`src/rtl/rc4_decrypt_core.sv`:
```
// RC4 decryption engine driving external single-port S RAM, ciphertext ROM and plaintext RAM.
// One start runs S init, key schedule and keystream decryption, with optional early abort on non-text bytes.
module rc4_decrypt_core #(
  parameter int KEY_LENGTH      = 3,
  parameter int MSG_LENGTH      = 32,
  parameter bit CHECK_PLAINTEXT = 1'b1,
  parameter int ADDR_W          = 5
) (
  input  logic                    CLOCK_50,
  input  logic                    reset_n,
  input  logic                    start,
  input  logic [8*KEY_LENGTH-1:0] key,
  output logic [7:0]              s_address,
  output logic [7:0]              s_data,
  output logic                    s_wren,
  input  logic [7:0]              s_q,
  output logic [ADDR_W-1:0]       rom_address,
  input  logic [7:0]              rom_q,
  output logic [ADDR_W-1:0]       dec_address,
  output logic [7:0]              dec_data,
  output logic                    dec_wren,
  output logic                    busy,
  output logic                    done,
  output logic                    key_valid
);

  localparam int KEY_W = 8 * KEY_LENGTH;
  localparam int K_W   = (ADDR_W > 8) ? ADDR_W : 8;
  localparam logic [K_W-1:0] K_LAST = K_W'(MSG_LENGTH - 1);

  typedef enum logic [4:0] {
    IDLE, INIT,
    K_RD_I, K_WT_I, K_RD_J, K_WT_J, K_WR_I, K_WR_J,
    P_RD_I, P_WT_I, P_RD_J, P_WT_J, P_WR_I, P_WR_J, P_RD_F, P_WT_F, P_OUT,
    FINISH
  } state_t;

  state_t           state_reg;
  logic [7:0]       i_reg, j_reg, si_reg, sj_reg, ct_reg;
  logic [K_W-1:0]   k_reg;
  logic [KEY_W-1:0] key_reg, key_rot;
  logic [7:0]       j_ksa, j_prga, pt_byte;
  logic             pt_legal;

  // The latched key rotates one byte per KSA step, so the top byte is always key[i mod KEY_LENGTH].
  generate
    if (KEY_LENGTH == 1) begin : g_rot_single
      assign key_rot = key_reg;
    end else begin : g_rot_multi
      assign key_rot = {key_reg[KEY_W-9:0], key_reg[KEY_W-1 -: 8]};
    end
  endgenerate

  assign j_ksa    = j_reg + s_q + key_reg[KEY_W-1 -: 8];
  assign j_prga   = j_reg + s_q;
  assign pt_byte  = s_q ^ ct_reg;
  assign pt_legal = ((pt_byte >= 8'h61) && (pt_byte <= 8'h7A)) || (pt_byte == 8'h20);

  always_ff @(posedge CLOCK_50 or negedge reset_n) begin
    if (!reset_n) begin
      state_reg   <= IDLE;
      i_reg       <= '0;
      j_reg       <= '0;
      k_reg       <= '0;
      si_reg      <= '0;
      sj_reg      <= '0;
      ct_reg      <= '0;
      key_reg     <= '0;
      s_address   <= '0;
      s_data      <= '0;
      s_wren      <= 1'b0;
      rom_address <= '0;
      dec_address <= '0;
      dec_data    <= '0;
      dec_wren    <= 1'b0;
      busy        <= 1'b0;
      done        <= 1'b0;
      key_valid   <= 1'b0;
    end else begin
      case (state_reg)
        IDLE: if (start) begin
          key_reg   <= key;
          done      <= 1'b0;
          key_valid <= 1'b0;
          busy      <= 1'b1;
          i_reg     <= '0;
          j_reg     <= '0;
          k_reg     <= '0;
          state_reg <= INIT;
        end
        INIT: begin
          s_address <= i_reg;
          s_data    <= i_reg;
          s_wren    <= 1'b1;
          i_reg     <= i_reg + 8'd1;
          if (i_reg == 8'hFF) begin
            j_reg     <= '0;
            state_reg <= K_RD_I;
          end
        end
        K_RD_I: begin
          s_wren    <= 1'b0;
          s_address <= i_reg;
          state_reg <= K_WT_I;
        end
        K_WT_I: state_reg <= K_RD_J;
        K_RD_J: begin
          si_reg    <= s_q;
          j_reg     <= j_ksa;
          s_address <= j_ksa;
          state_reg <= K_WT_J;
        end
        K_WT_J: state_reg <= K_WR_I;
        K_WR_I: begin
          s_address <= i_reg;
          s_data    <= s_q;
          s_wren    <= 1'b1;
          state_reg <= K_WR_J;
        end
        K_WR_J: begin
          s_address <= j_reg;
          s_data    <= si_reg;
          s_wren    <= 1'b1;
          i_reg     <= i_reg + 8'd1;
          key_reg   <= key_rot;
          if (i_reg == 8'hFF) begin
            j_reg     <= '0;
            k_reg     <= '0;
            state_reg <= P_RD_I;
          end else begin
            state_reg <= K_RD_I;
          end
        end
        P_RD_I: begin
          s_wren      <= 1'b0;
          dec_wren    <= 1'b0;
          i_reg       <= i_reg + 8'd1;
          s_address   <= i_reg + 8'd1;
          rom_address <= k_reg[ADDR_W-1:0];
          state_reg   <= P_WT_I;
        end
        P_WT_I: state_reg <= P_RD_J;
        P_RD_J: begin
          si_reg    <= s_q;
          ct_reg    <= rom_q;
          j_reg     <= j_prga;
          s_address <= j_prga;
          state_reg <= P_WT_J;
        end
        P_WT_J: state_reg <= P_WR_I;
        P_WR_I: begin
          sj_reg    <= s_q;
          s_address <= i_reg;
          s_data    <= s_q;
          s_wren    <= 1'b1;
          state_reg <= P_WR_J;
        end
        P_WR_J: begin
          s_address <= j_reg;
          s_data    <= si_reg;
          state_reg <= P_RD_F;
        end
        P_RD_F: begin
          s_wren    <= 1'b0;
          s_address <= si_reg + sj_reg;
          state_reg <= P_WT_F;
        end
        P_WT_F: state_reg <= P_OUT;
        P_OUT: begin
          // An illegal byte is still written so the caller can inspect where the key failed.
          dec_address <= k_reg[ADDR_W-1:0];
          dec_data    <= pt_byte;
          dec_wren    <= 1'b1;
          if (CHECK_PLAINTEXT && !pt_legal) begin
            key_valid <= 1'b0;
            state_reg <= FINISH;
          end else if (k_reg == K_LAST) begin
            key_valid <= 1'b1;
            state_reg <= FINISH;
          end else begin
            k_reg     <= k_reg + 1'b1;
            state_reg <= P_RD_I;
          end
        end
        FINISH: begin
          dec_wren  <= 1'b0;
          busy      <= 1'b0;
          done      <= 1'b1;
          state_reg <= IDLE;
        end
        default: state_reg <= IDLE;
      endcase
    end
  end

endmodule

```
`config.mk`:
```
export PLATFORM = sky130hd
export DESIGN_NAME = rc4_decrypt_core
export DESIGN_NICKNAME = d
export VERILOG_FILES = /design/src/rtl/rc4_decrypt_core.sv
export SDC_FILE = /design/constraint.sdc
export NUM_CORES = 1
export LEC_CHECK = 0
export BUFFER_PORTS_ARGS = -buffer_cell sky130_fd_sc_hd__buf_2
export CORE_MARGIN = 10
export CORE_UTILIZATION = 44
export DETAILED_ROUTE_END_ITERATION = 10
export PLACE_DENSITY = 0.71
export SYNTH_ARGS = -nofsm -noshare
export SYNTH_HDL_FRONTEND = slang
export SYNTH_SLANG_ARGS = --single-unit
```
`constraint.sdc`:
```
create_clock -name CLOCK_50 -period 2.75 [get_ports CLOCK_50]
set_input_delay 0.55 -clock CLOCK_50 [delete_from_list [all_inputs] [get_ports CLOCK_50]]
set_output_delay 0.55 -clock CLOCK_50 [all_outputs]
set_load 0.01 [all_outputs]
```
Word-level counts from Yosys, hierarchy flattened
Index checks and enable logic that the tools add are counted.
{"block": "classes", "n_mux": 26, "n_lt_le_gt_ge": 2, "eq_ne": 27, "addsub": 5, "n_reduce_logical": 29, "bitwise_logic": 1}
{"cell": "case mux 5 bit (17 select lines)", "n": 1}
{"cell": "case mux 24 bit (2 select lines)", "n": 1}
{"cell": "case mux 8 bit (3 select lines)", "n": 2}
{"cell": "case mux 8 bit (6 select lines)", "n": 1}
{"cell": "equality test 5 x 4 -> 1 bit (second input constant)", "n": 8}
{"cell": "2-to-1 mux 8 bit", "n": 4}
{"cell": "case mux 8 bit (4 select lines)", "n": 1}
{"cell": "adder 8 bit", "n": 3}
{"cell": "2-to-1 mux 24 bit", "n": 1}
{"cell": "equality test 5 x 3 -> 1 bit (second input constant)", "n": 4}
{"cell": "2-to-1 mux 5 bit", "n": 4}
{"cell": "adder 8 x 1 -> 8 bit (second input constant)", "n": 2}
{"cell": "case mux 8 bit (2 select lines)", "n": 1}
{"cell": "nonzero test 2 bit", "n": 6}
{"cell": "equality test 5 x 2 -> 1 bit (second input constant)", "n": 2}
{"cell": "equality test 5 bit (second input constant)", "n": 2}
{"cell": "!= test 2 bit (second input constant)", "n": 5}
{"cell": "case mux 1 bit (2 select lines)", "n": 5}
{"cell": "OR reduction 2 bit", "n": 5}
{"cell": "equality test 8 x 5 -> 1 bit (second input constant)", "n": 1}
{"cell": "equality test 8 x 6 -> 1 bit (second input constant)", "n": 1}
{"cell": "equality test 8 bit (second input constant)", "n": 1}
{"cell": "greater-or-equal comparator 8 x 7 -> 1 bit (second input constant)", "n": 1}
{"cell": "<= comparator 8 x 7 -> 1 bit (second input constant)", "n": 1}
{"cell": "17 further kinds", "n": 27}
{"block": "word_totals", "input_bits": 43, "reg_bits": 116}

Longest topological paths before layout
Gate-level depths: netlist of the first run.
{"block": "logic_depth", "depth_word": 6, "mapped_depth": 13, "ltp_nobuf": 13}

Least setup slack after synthesis of the first run
No wires, ideal clock.
{"block": "synth_path", "kind": "input-to-reg", "start": "in s_q[0]", "end": "reg s_address[7]", "required_ns": 2.656, "n_path_buf": 0, "setup_ns": 0.094, "path_slack_ns": -0.460, "arrival_time_ns": 3.116, "stages": 12, "path_cell_list": "ha_1 fa_1 a21o_1 a21oi_1 xnor2_1 ha_1 and3_1 a221o_1 mux2i_1 o211ai_1 xnor2_1 a221oi_2"}
{"block": "synth_via", "elab_chain_len": 3}
{"item": "from (decl)", "line": "16", "rtl": "input logic [7:0] s_q,"}
{"item": "adder 8 bit (*)", "line": "54, 55"}
{"item": "adder 8 bit", "line": "54", "rtl": "assign j_ksa = j_reg + s_q + key_reg[KEY_W-1 -: 8];"}
{"item": "case mux 8 bit (6 select lines) (*)", "line": "80", "rtl": "case (state_reg)"}
{"item": "to (signal assigned)", "line": "92", "rtl": "s_address <= i_reg;"}
{"item": "to (signal assigned)", "line": "103", "rtl": "s_address <= i_reg;"}
{"item": "to (signal assigned)", "line": "110", "rtl": "s_address <= j_ksa;"}
{"item": "to (decl)", "line": "13", "rtl": "output logic [7:0] s_address,"}
Every way passes the cells marked *; elsewhere a longest branch is shown, timed or not.
A chain may end at the register's enable or synchronous reset.

Worst setup path after layout of the first run
{"block": "layout_path", "start": "reg j_reg[0]", "end": "reg s_address[7]"}
{"block": "layout_via", "elab_chain_len": 3}
{"item": "from (decl)", "line": "39", "rtl": "logic [7:0] i_reg, j_reg, si_reg, sj_reg, ct_reg;"}
{"item": "from (signal assigned)", "line": "109", "rtl": "j_reg <= j_ksa;"}
{"item": "from (signal assigned)", "line": "146", "rtl": "j_reg <= j_prga;"}
{"item": "adder 8 bit (*)", "line": "54, 55"}
{"item": "adder 8 bit", "line": "54"}
{"item": "case mux 8 bit (6 select lines) (*)", "line": "80"}
Marked as above.

==> results.txt, run 1 <==
Initial Util: 0.453
Flop2flop setup slack: -0.23 ns
Wire per inst: 17.5 um
Pint: 0.00555 W
Vias post-DR: 5638
Placed Cells: 979
Clk slew on worst S/H paths: 0.05 ns
DP Worst Slack: -0.614 ns
PnR worst setup slack: -0.230 ns
Port bufs: 81
Clock sinks: 116
WS Path Type: flop to flop
Max-slew violations: 0
CTS tree: yes
Die span in y: 143 um
Crit path required time: 3.08 ns
Synthesis Warnings: 0
Initial antenna violation count: 0
Vias in the first global route: 5583
Leakage: 3.97 nW
H-tree levels: 4
GP Congestion: 0.899
Failing checks: negative setup slack
Hold Vio Cnt, Final: 0
Fin cells: 1013
HP Class: primary input to async pin
Gr usage total: 0.177
Mapped Area: 6670 sq um
Cts hold-fix bufs: 0
Fin nets: 886
DR vias/cell: 5.57
RSZ-0062 raised after global routing: true
Crit Path Max Fanout: 4
Worst Tran Pin Value: 0.834 ns
Remaining DRCs: 0
Sw Share: 0.389
Antenna Nets Post-Route: 0
Max transition margin: 0.442
Mapped Cells: 690
Max reg flops: 24
I/O pin cnt: 82
Leading cell type in the layout, fill and taps excluded: dfrtp_1
Drt initial violations: 507
Drt total wl: 17800 um
Distinct cells, synth: 66
RR Startpoint: j_reg[0]
Comb pwr share: 0.479
Sequential fraction of the synthesis area: 0.436
PwrDens: 1100 nW/um^2
Clock power frac: 0.233
Hpwl dp: 13100 um
Final Setup Violations: 5
Cells on worst reg2reg path: 12
Clock buffer depth: 2
Crit path launch type: flop
DIE AREA: 20500 sq um
Async set or reset register ratio after synthesis: 1.00
Layout cells sized above 1: 0.271
Largest net degree at the start of global routing: 50
FMAX: 0.336 GHz
Worst hold slack: 0.142 ns
Post-synth EDFFs: 0
Global-route wire length before repair: 29000 um
Outcome: finished, violations left
Core area: 14700 sq um
Clk Tree Root Cell: clkbuf_16
Synth-to-Final Area Change: 24.1%
Crit Reg-Reg Endpoint: s_address[7]
Ys flop type: dfrtp_1
Antenna cells: 0
Max IR drop VDD: 0.511 mV
Placed Area: 7610 sq um
Worst skew pair latency: 0.42 ns
Syn nets: 760
Drt first pass iters: 5
Final Cycle Share: 1.08
Grt total ovfl: 0
CP endpoint kind: flop
Site Rows: 44
Core Util, Final: 0.563
Die width: 143 um
Psw: 0.00353 W
#FFs+latches synth: 116
Mean area per synthesized cell: 9.66 sq um
Worst Path Arrival: 3.31 ns
Tmin final: 2.98 ns
Post-route cell area: 8270 sq um
Number of max-cap violations: 0
Sequential power share: 0.289
Num CTS Buffers: 17
Clock skew: 0.00744 ns
Commonest cells after routing, fill and taps aside: dfrtp_1 (116), nand2_1 (96), buf_2 (80)
-- kinds of logic (layout without fill, tap and decap cells) --
kind of cell	count (synthesis)	in the layout	synth area share
DFF	116	116	0.436
adders and majority gates	27	27	0.0541
buffers and inverters	51	190	0.0347
muxes	59	59	0.0931
and+or+nand+nor	222	222	0.164
AOI/OAI and AO/OA	186	186	0.180
xor gates and xnor gates	29	29	0.0381
-- stage by stage --
step           TNS, ns  power [W]
2_1_floorplan   -0.895    0.00533
4_1_cts         -0.551    0.00886
3_3_place_gp     -2.87    0.00659
6_report        -0.666    0.00908
5_1_grt          -1.80    0.00972
3_5_place_dp     -3.60    0.00668
-- cell type report --
| cell class | instances | area [sq um] |
|---|---|---|
| multi-input cells | 523 | 3630 |
| repair buffers | 139 | 868 |
| fillers | 1276 | 6430 |
| inverters | 19 | 71.3 |
| flip-flops and latches | 116 | 2900 |
| well taps | 184 | 230 |
| clock inverters | 12 | 105 |
| clock buffers | 20 | 467 |
-- power groups by stage --
stage	registers [W]	logic, W	clock network [W]
global placement	0.00263	0.00396	0
detailed placement	0.00264	0.00404	0
finish	0.00262	0.00435	0.00211
CTS	0.00262	0.00408	0.00216
global route	0.00269	0.00481	0.00223
floorplan	0.00254	0.00279	0
-- critical path, cell delays in order, from the launching register on --
cell and delay, ns:
dfrtp_1 0.40, ha_4 0.17, fa_2 0.35, a21o_1 0.18
a21oi_2 0.16, xnor2_2 0.09, ha_1 0.35, and3_4 0.17
a221o_1 0.33, mux2i_1 0.16, o211ai_1 0.12, xnor2_1 0.16
a221oi_2 0.25
-- per-layer routing --
layer	part of all wire	wire length, um	global-route usage	up-vias
met5	0	0	0	-
met2	0.50	8810	0.293	124
met3	0.045	798	0.0391	20
met1	0.44	7860	0.224	2726
li1	-	-	-	2768
met4	0.016	282	0.0619	0
-- cell usage after synthesis (8+ instances only) --
cell | n | share of area
a211oi_1 | 12 | 0.014
mux2i_1 | 35 | 0.053
a21oi_1 | 34 | 0.026
nor2_1 | 33 | 0.019
inv_1 | 18 | 0.010
nand2_1 | 96 | 0.054
buf_2 | 11 | 0.0083
xnor2_1 | 17 | 0.022
xor2_1 | 12 | 0.016
nand3_1 | 15 | 0.011
mux2_2 | 24 | 0.041
o21ai_0 | 71 | 0.053
dfrtp_1 | 116 | 0.44
nor3_1 | 15 | 0.011
clkbuf_1 | 15 | 0.0084
ha_1 | 24 | 0.045
a21o_1 | 8 | 0.0090
nor2b_1 | 14 | 0.013
-- what timing repair did --
action,in CTS,in global routing
pin swaps,9,12
gates cloned,0,0
gates resized for setup,1,19
setup buffers,0,2
hold endpoints to repair,0,0
endpoints found under the setup margin,6,8
-- worst max-delay path by stage --
| stage | start | to | slack [ns] |
|---|---|---|---|
| 2_1_floorplan | s_q[0] | s_address[7] | -0.34 |
| 3_3_place_gp | s_q[0] | s_address[7] | -0.55 |
| 3_5_place_dp | s_q[0] | s_address[7] | -0.61 |
| 4_1_cts | j_reg[0] | s_address[7] | -0.25 |
| 5_1_grt | j_reg[0] | s_address[7] | -0.42 |
| 6_report | j_reg[0] | s_address[7] | -0.23 |
Note: power is estimated with default switching activity, not from simulation.
==> run 2: changes to the inputs <==
--- a/config.mk
+++ b/config.mk
@@ -7,9 +7,9 @@
 export LEC_CHECK = 0
 export BUFFER_PORTS_ARGS = -buffer_cell sky130_fd_sc_hd__buf_2
 export CORE_MARGIN = 10
-export CORE_UTILIZATION = 44
+export CORE_UTILIZATION = 34
 export DETAILED_ROUTE_END_ITERATION = 10
-export PLACE_DENSITY = 0.71
+export PLACE_DENSITY = 0.58
 export SYNTH_ARGS = -nofsm -noshare
 export SYNTH_HDL_FRONTEND = slang
 export SYNTH_SLANG_ARGS = --single-unit
==> results.txt, run 2 (synthesized netlist as in run 1, its figures left out) <==
Placed Area: 7730 sq um (was 7610 sq um)
PnR worst setup slack: -0.176 ns (was -0.230 ns)
Cts hold-fix bufs: 0 (unchanged)
Core Util, Final: 0.435 (was 0.563)
I/O pin cnt: 82 (unchanged)
Max reg flops: 24 (unchanged)
Worst-path cell chain: ha_4, fa_2, a21o_1, a21oi_2, xnor2_2, ha_4, and3_4, a221o_1, mux2i_1, o211ai_1, xnor2_1, a221oi_2 (was ha_4, fa_2, a21o_1, a21oi_2, xnor2_2, ha_1, and3_4, a221o_1, mux2i_1, o211ai_1, xnor2_1, a221oi_2)
Num CTS Buffers: 17 (unchanged)
DP Worst Slack: -0.622 ns (was -0.614 ns)
Fin cells: 1094 (was 1013)
Buf+Inv Stages, Crit Path: 0 (unchanged)
Max incr delay on CP: 0.40 ns (about the same)
GP Congestion: 0.870 (was 0.899)
Dominant delay contributor by cell family on the critical path: compound AO/OA/AOI/OAI gates (unchanged)
Met2 Wirelength: 8810 um (about the same)
Vias in the first global route: 5786 (was 5583)
Vias post-DR: 5563 (was 5638)
Drt first pass iters: 4 (was 5)
Fin nets: 888 (was 886)
Worst Tran Pin Value: 0.738 ns (was 0.834 ns)
HP Class: primary input to async pin (unchanged)
Site Rows: 51 (was 44)
Antenna cells: 0 (unchanged)
Port bufs: 81 (unchanged)
Antenna Nets Post-Route: 0 (unchanged)
Clock sinks: 116 (unchanged)
Metal3 WL: 835 um (was 798 um)
H-tree levels: 4 (unchanged)
Tmin final: 2.93 ns (was 2.98 ns)
Crit path launch type: flop (unchanged)
Initial Util: 0.344 (was 0.453)
Clock skew: 0.0133 ns (was 0.00744 ns)
Failing checks: negative setup slack (unchanged)
Largest net degree at the start of global routing: 50 (unchanged)
WS Path Type: flop to flop (unchanged)
Slowest cell on the critical path: dfrtp_1 (unchanged)
Core area: 19400 sq um (was 14700 sq um)
Worst skew pair latency: 0.42 ns (about the same)
Max IR drop VDD: 0.498 mV (was 0.511 mV)
Number of max-cap violations: 0 (unchanged)
Leading cell type in the layout, fill and taps excluded: dfrtp_1 (unchanged)
Die span in y: 160 um (was 143 um)
Hpwl dp: 13700 um (was 13100 um)
Leakage: 3.99 nW (was 3.97 nW)
Drt total wl: 18300 um (was 17800 um)
RSZ-0062 raised after global routing: true (unchanged)
Max transition margin: 0.506 (was 0.442)
PwrDens: 1090 nW/um^2 (was 1100 nW/um^2)
Final Setup Violations: 5 (unchanged)
Hold Vio Cnt, Final: 0 (unchanged)
Global-route wire length before repair: 30500 um (was 29000 um)
Drt initial violations: 435 (was 507)
Placed Cells: 1061 (was 979)
Crit Path Max Fanout: 4 (unchanged)
DR vias/cell: 5.09 (was 5.57)
Commonest cells after routing, fill and taps aside: dfrtp_1 (116), nand2_1 (95), buf_2 (80) (was dfrtp_1 (116), nand2_1 (96), buf_2 (80))
Grt total ovfl: 0 (unchanged)
Post-route cell area: 8430 sq um (was 8270 sq um)
DIE AREA: 25600 sq um (was 20500 sq um)
Highest routed metal layer: met4 (unchanged)
CTS tree: yes (unchanged)
Final Cycle Share: 1.06 (was 1.08)
M1 WL: 8400 um (was 7860 um)
Synth-to-Final Area Change: 26.5% (was 24.1%)
RR Startpoint: j_reg[0] (unchanged)
Worst hold slack: 0.137 ns (was 0.142 ns)
Clk slew on worst S/H paths: 0.05 ns (about the same)
Outcome: finished, violations left (unchanged)
FMAX: 0.342 GHz (was 0.336 GHz)
Critical path's most frequent cell: ha_4
Remaining DRCs: 0 (unchanged)
Layout cells sized above 1: 0.273 (was 0.271)
Wire per inst: 16.7 um (was 17.5 um)
Clk Tree Root Cell: clkbuf_16 (unchanged)
Gr usage total: 0.145 (was 0.177)
Initial antenna violation count: 0 (unchanged)
Crit path required time: 3.07 ns (was 3.08 ns)
CP endpoint kind: flop (unchanged)
Max-slew violations: 0 (unchanged)
Critical path origin: j_reg[0] (unchanged)
Clock buffer depth: 2 (unchanged)
Worst Path Arrival: 3.24 ns (was 3.31 ns)
Die width: 160 um (was 143 um)
-- run 2: worst register-to-register path, delay by kind of cell, from the launching register on --
kind	cells	cell delay, ns
flip-flops	1	0.40
adder cells (fa/ha/maj)	3	0.75
multiplexers	1	0.17
AND/OR/NAND/NOR	1	0.14
XOR/XNOR	2	0.32
AO/OA/AOI/OAI	5	1.04
-- run 2: worst paths after layout --
| kind | to | slack (ns) | cells past startpoint |
|---|---|---|---|
| max | s_address[7] | -0.18 | 12 |
| min | key_reg[6] | 0.14 | 1 |
| max reg2reg | s_address[7] | -0.18 | 12 |
| min reg2reg | dec_address[1] | 0.47 | 2 |
| max in group asynchronous | k_reg[5] | 1.85 | 2 |
| min in group CLOCK_50 | ct_reg[0] | 0.37 | 2 |
-- run 2: final cells by class --
cell class	count	area, sq um
Multi-Input combinational cell	523	3650
Timing Repair Buffer	141	896
Clock buffer	22	474
Inverter	19	71.3
Tap cell	265	332
Clock inverter	8	103
Fill cell	1941	11000
Sequential cell	116	2900
-- run 2: routing by layer --
metal / vias to the layer above / track usage
li1: 2763 / -
met1: 2680 / 0.184
met4: 0 / 0.0417
met3: 20 / 0.0391
met2: 100 / 0.236
met5: - / 0
-- run 2: report_power, final --
group	internal, W	total [W]	switching (W)	leakage (nW)
registers	0.00219	0.00263	0.000440	1.45
logic	0.00207	0.00437	0.00230	2.26
clock network	0.00139	0.00218	0.000786	0.278
-- run 2: repair_timing --
| item | CTS | global route |
|---|---|---|
| setup buffers | 1 | 2 |
| pin swaps | 10 | 12 |
| gates resized for setup | 3 | 20 |
| setup endpoints to repair | 6 | 9 |
| endpoints found under the hold margin | 0 | 0 |
-- run 2: stage by stage --
step,TNS (ns),power (W)
6_report,-0.401,0.00918
5_1_grt,-1.42,0.00991
4_1_cts,-0.623,0.00899
3_5_place_dp,-3.60,0.00672
3_3_place_gp,-3.72,0.00668
2_1_floorplan,-0.895,0.00533
